### src/rtl/pcie_byte_link.sv
// Byte-to-byte serial link: TX serializes DATA onto serial_out, RX deserializes serial_in.
// Optional even parity bit after the MSB when the PARITY_EN macro is defined.
module pcie_byte_link #(
  parameter int unsigned DATA_W = 8
) (
  input  logic              CLK,
  input  logic              reset,
  input  logic [DATA_W-1:0] DATA,
  input  logic              Valid,
  output logic              tx_ready,
  output logic              serial_out,
  input  logic              serial_in,
  output logic [DATA_W-1:0] data_out,
  output logic              valid_out,
  output logic              framing_err,
  output logic              parity_err
);

  localparam int unsigned CW = (DATA_W > 1) ? $clog2(DATA_W) : 1;

  typedef enum logic [2:0] {
    S_IDLE,
    S_START,
    S_DATA,
    S_PAR,
    S_STOP
  } st_t;

  // ---------------- TX ----------------
  st_t              tx_st, tx_st_nxt;
  logic [CW-1:0]    tx_cnt, tx_cnt_nxt;
  logic [DATA_W-1:0] tx_byte;
  logic             accept;
  logic             serial_nxt;
  logic             tx_ready_nxt;

  assign accept = Valid && tx_ready;

  always_ff @(posedge CLK or negedge reset) begin
    if (!reset) begin
      tx_st      <= S_IDLE;
      tx_cnt     <= '0;
      tx_byte    <= '0;
      serial_out <= 1'b1;
      tx_ready   <= 1'b1;
    end else begin
      tx_st      <= tx_st_nxt;
      tx_cnt     <= tx_cnt_nxt;
      serial_out <= serial_nxt;
      tx_ready   <= tx_ready_nxt;
      if (accept) begin
        tx_byte <= DATA;
      end
    end
  end

  always_comb begin
    tx_st_nxt  = tx_st;
    tx_cnt_nxt = '0;
    case (tx_st)
      S_IDLE: begin
        if (accept) tx_st_nxt = S_START;
      end
      S_START: tx_st_nxt = S_DATA;
      S_DATA: begin
        if (tx_cnt == CW'(DATA_W - 1)) begin
`ifdef PARITY_EN
          tx_st_nxt = S_PAR;
`else
          tx_st_nxt = S_STOP;
`endif
        end else begin
          tx_cnt_nxt = tx_cnt + CW'(1);
        end
      end
      S_PAR:  tx_st_nxt = S_STOP;
      S_STOP: tx_st_nxt = accept ? S_START : S_IDLE;
      default: tx_st_nxt = S_IDLE;
    endcase
  end

  // Line level and ready flag follow the state being entered, so both stay registered.
  always_comb begin
    serial_nxt   = 1'b1;
    tx_ready_nxt = 1'b0;
    case (tx_st_nxt)
      S_IDLE:  tx_ready_nxt = 1'b1;
      S_STOP:  tx_ready_nxt = 1'b1;
      S_START: serial_nxt   = 1'b0;
      S_DATA:  serial_nxt   = tx_byte[tx_cnt_nxt];
      S_PAR:   serial_nxt   = ^tx_byte;
      default: serial_nxt   = 1'b1;
    endcase
  end

  // ---------------- RX ----------------
  st_t               rx_st, rx_st_nxt;
  logic [CW-1:0]     rx_cnt, rx_cnt_nxt;
  logic [DATA_W-1:0] rx_sh;
  logic              par_ok;
  logic              valid_nxt;
  logic              ferr_nxt;

  always_ff @(posedge CLK or negedge reset) begin
    if (!reset) begin
      rx_st       <= S_IDLE;
      rx_cnt      <= '0;
      rx_sh       <= '0;
      data_out    <= '0;
      valid_out   <= 1'b0;
      framing_err <= 1'b0;
    end else begin
      rx_st       <= rx_st_nxt;
      rx_cnt      <= rx_cnt_nxt;
      valid_out   <= valid_nxt;
      framing_err <= ferr_nxt;
      if (rx_st == S_DATA) begin
        rx_sh <= {serial_in, rx_sh[DATA_W-1:1]};
      end
      if (valid_nxt) begin
        data_out <= rx_sh;
      end
    end
  end

`ifdef PARITY_EN
  logic rx_par;

  assign par_ok = ((^rx_sh) == rx_par);

  always_ff @(posedge CLK or negedge reset) begin
    if (!reset) begin
      rx_par     <= 1'b0;
      parity_err <= 1'b0;
    end else begin
      if (rx_st == S_PAR) begin
        rx_par <= serial_in;
      end
      parity_err <= (rx_st == S_STOP) && !par_ok;
    end
  end
`else
  assign par_ok     = 1'b1;
  assign parity_err = 1'b0;
`endif

  always_comb begin
    rx_st_nxt  = rx_st;
    rx_cnt_nxt = '0;
    case (rx_st)
      S_IDLE: begin
        if (!serial_in) rx_st_nxt = S_DATA;
      end
      S_DATA: begin
        if (rx_cnt == CW'(DATA_W - 1)) begin
`ifdef PARITY_EN
          rx_st_nxt = S_PAR;
`else
          rx_st_nxt = S_STOP;
`endif
        end else begin
          rx_cnt_nxt = rx_cnt + CW'(1);
        end
      end
      S_PAR:   rx_st_nxt = S_STOP;
      // A low stop bit is consumed here, never reused as the next start bit.
      S_STOP:  rx_st_nxt = S_IDLE;
      default: rx_st_nxt = S_IDLE;
    endcase
  end

  always_comb begin
    valid_nxt = 1'b0;
    ferr_nxt  = 1'b0;
    if (rx_st == S_STOP) begin
      ferr_nxt  = !serial_in;
      valid_nxt = serial_in && par_ok;
    end
  end

endmodule

### config.mk
export PLATFORM = sky130hd
export DESIGN_NAME = pcie_byte_link
export DESIGN_NICKNAME = d
export VERILOG_FILES = /design/src/rtl/pcie_byte_link.sv
export SDC_FILE = /design/constraint.sdc
export NUM_CORES = 1
export LEC_CHECK = 0
export CAP_MARGIN = 20
export CORE_MARGIN = 3
export CORE_UTILIZATION = 47
export CTS_CLUSTER_DIAMETER = 100
export DETAILED_ROUTE_END_ITERATION = 10
export PLACE_DENSITY = 0.68
export SETUP_SLACK_MARGIN = 0.2
export SYNTH_ARGS = -nofsm -noshare
export SYNTH_HDL_FRONTEND = slang
export SYNTH_SLANG_ARGS = --single-unit
### constraint.sdc
create_clock -name CLK -period 2.7 [get_ports CLK]
set_input_delay 0.54 -clock CLK [delete_from_list [all_inputs] [get_ports CLK]]
set_output_delay 0.54 -clock CLK [all_outputs]
set_load 0.005 [all_outputs]
# After elaboration in Yosys (flattened, before gate mapping)

Index checks and enable logic that the tools add are counted.

Add/subtract/negate cells: 2
$mul: 0
Divide/modulo/power cells: 0
$lt $le $gt $ge: 1
Equal/unequal tests: 15
Shifts and indexed selects: 0
Mux-type cells: 17
Bitwise logic cells: 0
Reductions and logical operators: 8

Operator list:

| operator                                                                 | number |
|---|---|
| 3-bit two-way mux                                                        | 8 |
| 3-bit by 2-bit == test with 1-bit output (second input constant)         | 6 |
| 3-bit == test (second input constant)                                    | 5 |
| 3-bit one-hot mux with 5 select lines                                    | 1 |
| 3-bit logical NOT                                                        | 3 |
| 3-bit one-hot mux with 3 select lines                                    | 1 |
| 8-bit parity                                                             | 1 |
| 3-bit by 1-bit adder with 3-bit output (second input constant)           | 2 |
| 3-bit by 1-bit == test with 1-bit output (second input constant)         | 2 |
| 1-bit two-way mux                                                        | 5 |
| 3-bit by 4-bit < comparator with 1-bit output (second input constant)    | 1 |
| 1-bit binary-select mux with 3-bit select                                | 1 |
| 1-bit one-hot mux with 3 select lines                                    | 1 |
| 2-bit by 1-bit inequality test with 1-bit output (second input constant) | 1 |
| 2-bit inequality test (second input constant)                            | 1 |
| 2-bit AND reduction                                                      | 1 |
| 2-bit OR reduction                                                       | 1 |
| 1-bit logical AND                                                        | 1 |
| 1-bit logical NOT                                                        | 1 |

Register bits after elaboration: 40
Bits in latches: 0
RAM bits: 0
Memory bits (read-only): 0
Output and inout port bits: 13
Memories kept: 0

# Longest topological paths before layout

Depth after elaboration: 6
Mapped depth: 6

# Least setup slack after synthesis

No wires, ideal clock.

Path type: flip-flop to flip-flop
Start: reg tx_cnt[0]
End: reg serial_out
Setup time: 0.098 ns
Data arrival time: 1.476 ns
Setup slack: 1.125 ns
Stages on the path, launching flop included: 7
Cell sequence: dfrtp_1 -> ha_1 -> ha_1 -> nor2_2 -> mux2i_1 -> a211o_2 -> o311ai_1

Longest elaborated chain between the ends: 6
Elaborated cells on any way between the ends: 12

Ends and longest elaborated chain:

| what                                                                           | line   | RTL |
|---|---|---|
| start: declaration                                                             | 31     | `logic [CW-1:0] tx_cnt, tx_cnt_nxt;` |
| start signal: assignment                                                       | 48     | `tx_cnt <= tx_cnt_nxt;` |
| 3-bit by 1-bit adder with 3-bit output / 3-bit == test (equally long branches) | 73, 66 |  |
| 3-bit two-way mux                                                              | 66     | `if (tx_cnt == CW'(DATA_W - 1)) begin` |
| 3-bit two-way mux                                                              | 60     | `case (tx_st)` |
| 1-bit binary-select mux with 3-bit select                                      | 90     | `S_DATA: serial_nxt = tx_byte[tx_cnt_nxt];` |
| 1-bit two-way mux (implied by the code)                                        | 90     |  |
| 1-bit one-hot mux with 3 select lines *                                        | 86     | `case (tx_st_nxt)` |
| named net serial_nxt                                                           | 34     | `logic serial_nxt;` |
| end signal: assignment                                                         | 49     | `serial_out <= serial_nxt;` |
| end: declaration                                                               | 11     | `output logic serial_out,` |

Mark *: on every way through the listed nets, which the timed path passes. The rest lies on a longest branch. The select of a mux whose other input is x is not followed.
A chain may end at the register's enable or synchronous reset.

# Worst setup path in the final report

Start: reg tx_ready
End: out tx_ready

RTL lines:

| what                     | line | RTL |
|---|---|---|
| start: declaration       | 10   | `output logic tx_ready,` |
| start signal: assignment | 50   | `tx_ready <= tx_ready_nxt;` |

No word-level cell between the ends.

==> metrics <==
Vias/cell=5.16; Critical path buffers and inverters=1; number of CTS-inserted buffers=5; first-pass detailed-route iteration total=4; initial antenna violation count=0; EDFF count, synth=0; GR Overflow Total=0; Worst EP arrival=1380 ps; largest net degree at the start of global routing=40; DRC viols=0; DIE HEIGHT=63.7 microns; reg2reg start=tx_cnt[0]; initial DRC count=43; clock insertion delay at the later pin of the skew report=340 ps; Worst Tran Pin Value=~810 ps; crit-path max cell delay=around 550 ps; DR WL/cell=13.1 microns; Syn. warnings=0; Clock Tree Buf Depth=2; PostCTS Resize Cnt=0; Layout Skew=~5.0 ps; Slew headroom=46.0%; CTS tree=done; worst path cell trace=clkdlybuf4s50_1; pwr/cell area=1030 mW/mm^2; WP data required=about 2200 ps; I/O Buffers=23; Hold WS=276 ps; vias=1,021; final setup margin=777 ps; ANT cells=0; CP Capture Type=output port; Worst-path clk slew=about 110 ps; status=completed; Fmax=520 MHz; # Post-CTS Setup Buffers=0; post-place setup slack=841 ps; number of H-tree levels=2; Nets=169; core area=0.00313 sq mm; critical path type=flip-flop to output port; Peak supply drop=0.450 mV; Syn Inst Count=roughly 130; drt total wl=around 2600 microns; Design Area, Final=0.00188 sq mm; Syn Area/Cell=about 12 sq um; final setup violation count=0; Final Cycle Share=between 70% and 80%; layout cell share with drive strength beyond 1=14.3%; vias in the first global route=a little under 1,000; RSZ-0062 raised after global routing=false; RR Endpoint=serial_out; Final min period=1920 ps; Chip Width=63.7 microns; Worst Path Max Fanout=2; Final Hold Fails=0; Max-Cap Viols=0; crit path max-delay cell type=dfstp_2; Unique masters post-synth=30; register area share after synthesis=62.5%; crit path launch type=flip-flop; synthesis-to-layout area growth=20.0%; GPL Wtd Cong=0.766; main flop type after synthesis=dfrtp_1; cell area after placement=0.00183 sq mm; Starting Density=50.1%; Ports=25; Post-DRT Antenna Nets=0; Seq cells post-synth=39; leakage=0.885 nW; row count=20; fraction of registers with async set/reset=100%; Tot Pwr=1.93 mW; first-pass GRT wire length=roughly 4700 microns; Crit path max-delay family=flip-flops; GR Util All Layers=15.1%; mapped cell area=0.00157 sq mm; Max Transition Viols Final=0; Hold Crit Class=input port to asynchronous set/reset pin; post-detail-place hpwl=1910 microns; cells on worst reg2reg path=6; r2r setup slk=940 ps; hold buffer count at cts=0; Syn Nets=142; DIE AREA=0.00406 sq mm; final setup TNS=0 ps; filler cell count=258; Sink Count=39; Root Driver=clkbuf_4
-- synth_stat cells, types with 2 or more instances --
cell type,n,share of area [%]
nand4b_1,2,1.1
nor3b_1,3,1.4
inv_1,3,0.72
nand2_1,25,6.0
o21bai_1,2,0.96
mux2_2,10,7.2
nor3_1,3,0.96
mux2i_1,2,1.3
nor2_1,5,1.2
mux2_1,6,4.3
nand3b_1,2,0.96
dfstp_2,2,3.4
ha_1,4,3.2
and3_1,3,1.2
a21oi_1,2,0.64
dfrtp_1,37,59
nor2b_1,2,0.80
-- metrics by stage --
step / util (%) / std cells
6_report: 60.1 / 198
5_1_grt: 60.1 / 198
4_1_cts: 60.1 / 198
3_5_place_dp: 58.5 / 190
3_3_place_gp: 58.5 / 190
2_1_floorplan: - / 126
-- placed cells by master, fill, tap and decap left out, types with 3 or more instances in the layout --
cell and count:
nor3b_1 3, nand2_1 25, mux2_1 6, inv_1 3, clkbuf_4 5, ha_1 4
dfrtp_1 37, nor3_1 3, clkdlybuf4s50_1 22, nor2_1 5, mux2_2 10, and3_1 3
-- metal layers --
metal	up-vias	track usage, %	share of wire, %
li1	484	-	-
met3	7	4.39	3.7
met2	19	22.9	47
met1	511	19.6	47
met4	0	8.09	2.2
met5	-	0	0
-- power breakdown --
group	leakage, nW	internal, mW	total (mW)	switching (mW)
clock network	0.0293	0.102	0.280	0.178
registers	0.486	0.844	1.01	0.164
logic	0.370	0.381	0.642	0.262
total	0.885	1.33	1.93	0.604
-- layout make-up --
type / count / area (sq um) / share of cell area [%]
clock inverter: 1 / 5.00 / 0.266
tap: 44 / 55.1 / 2.93
inverter: 4 / 15.0 / 0.798
sequential: 39 / 978 / 52.0
multi-input combinational: 80 / 557 / 29.6
clock buffer: 7 / 45.0 / 2.40
timing repair buffer: 23 / 225 / 12.0
-- state kept, by name (all words and copies together) (netlist names), 2 cells and up --
name	flops
data_out	8
rx_sh	8
tx_byte	8
rx_cnt	3
tx_cnt	3
tx_st	3
rx_st	2
-- worst max path at each step --
stage,startpoint,endpoint,depth (start not counted)
after CTS,tx_ready,tx_ready,1
after detailed placement,Valid,serial_out,5
after global routing,tx_ready,tx_ready,1
after global placement,Valid,serial_out,5
final,tx_ready,tx_ready,1
after floorplan,tx_cnt[0],serial_out,6
-- worst reg2reg max path, stage by stage, from the launching register on --
cell	delay (ps)
dfrtp_1	420
ha_1	210
ha_1	220
nor2_2	250
mux2i_1	140
a211o_2	360
o311ai_1	70
-- kinds of logic after synthesis --
family / share of synthesized area (%)
AO/OA/AOI/OAI: 4.39
flip-flops: 62.5
AND/OR/NAND/NOR: 14.9
adder cells (fa/ha/maj): 3.20
other: 0.239
multiplexers: 12.8
buffers and inverters: 2.00
No activity file was read; power rests on OpenSTA's default activity.
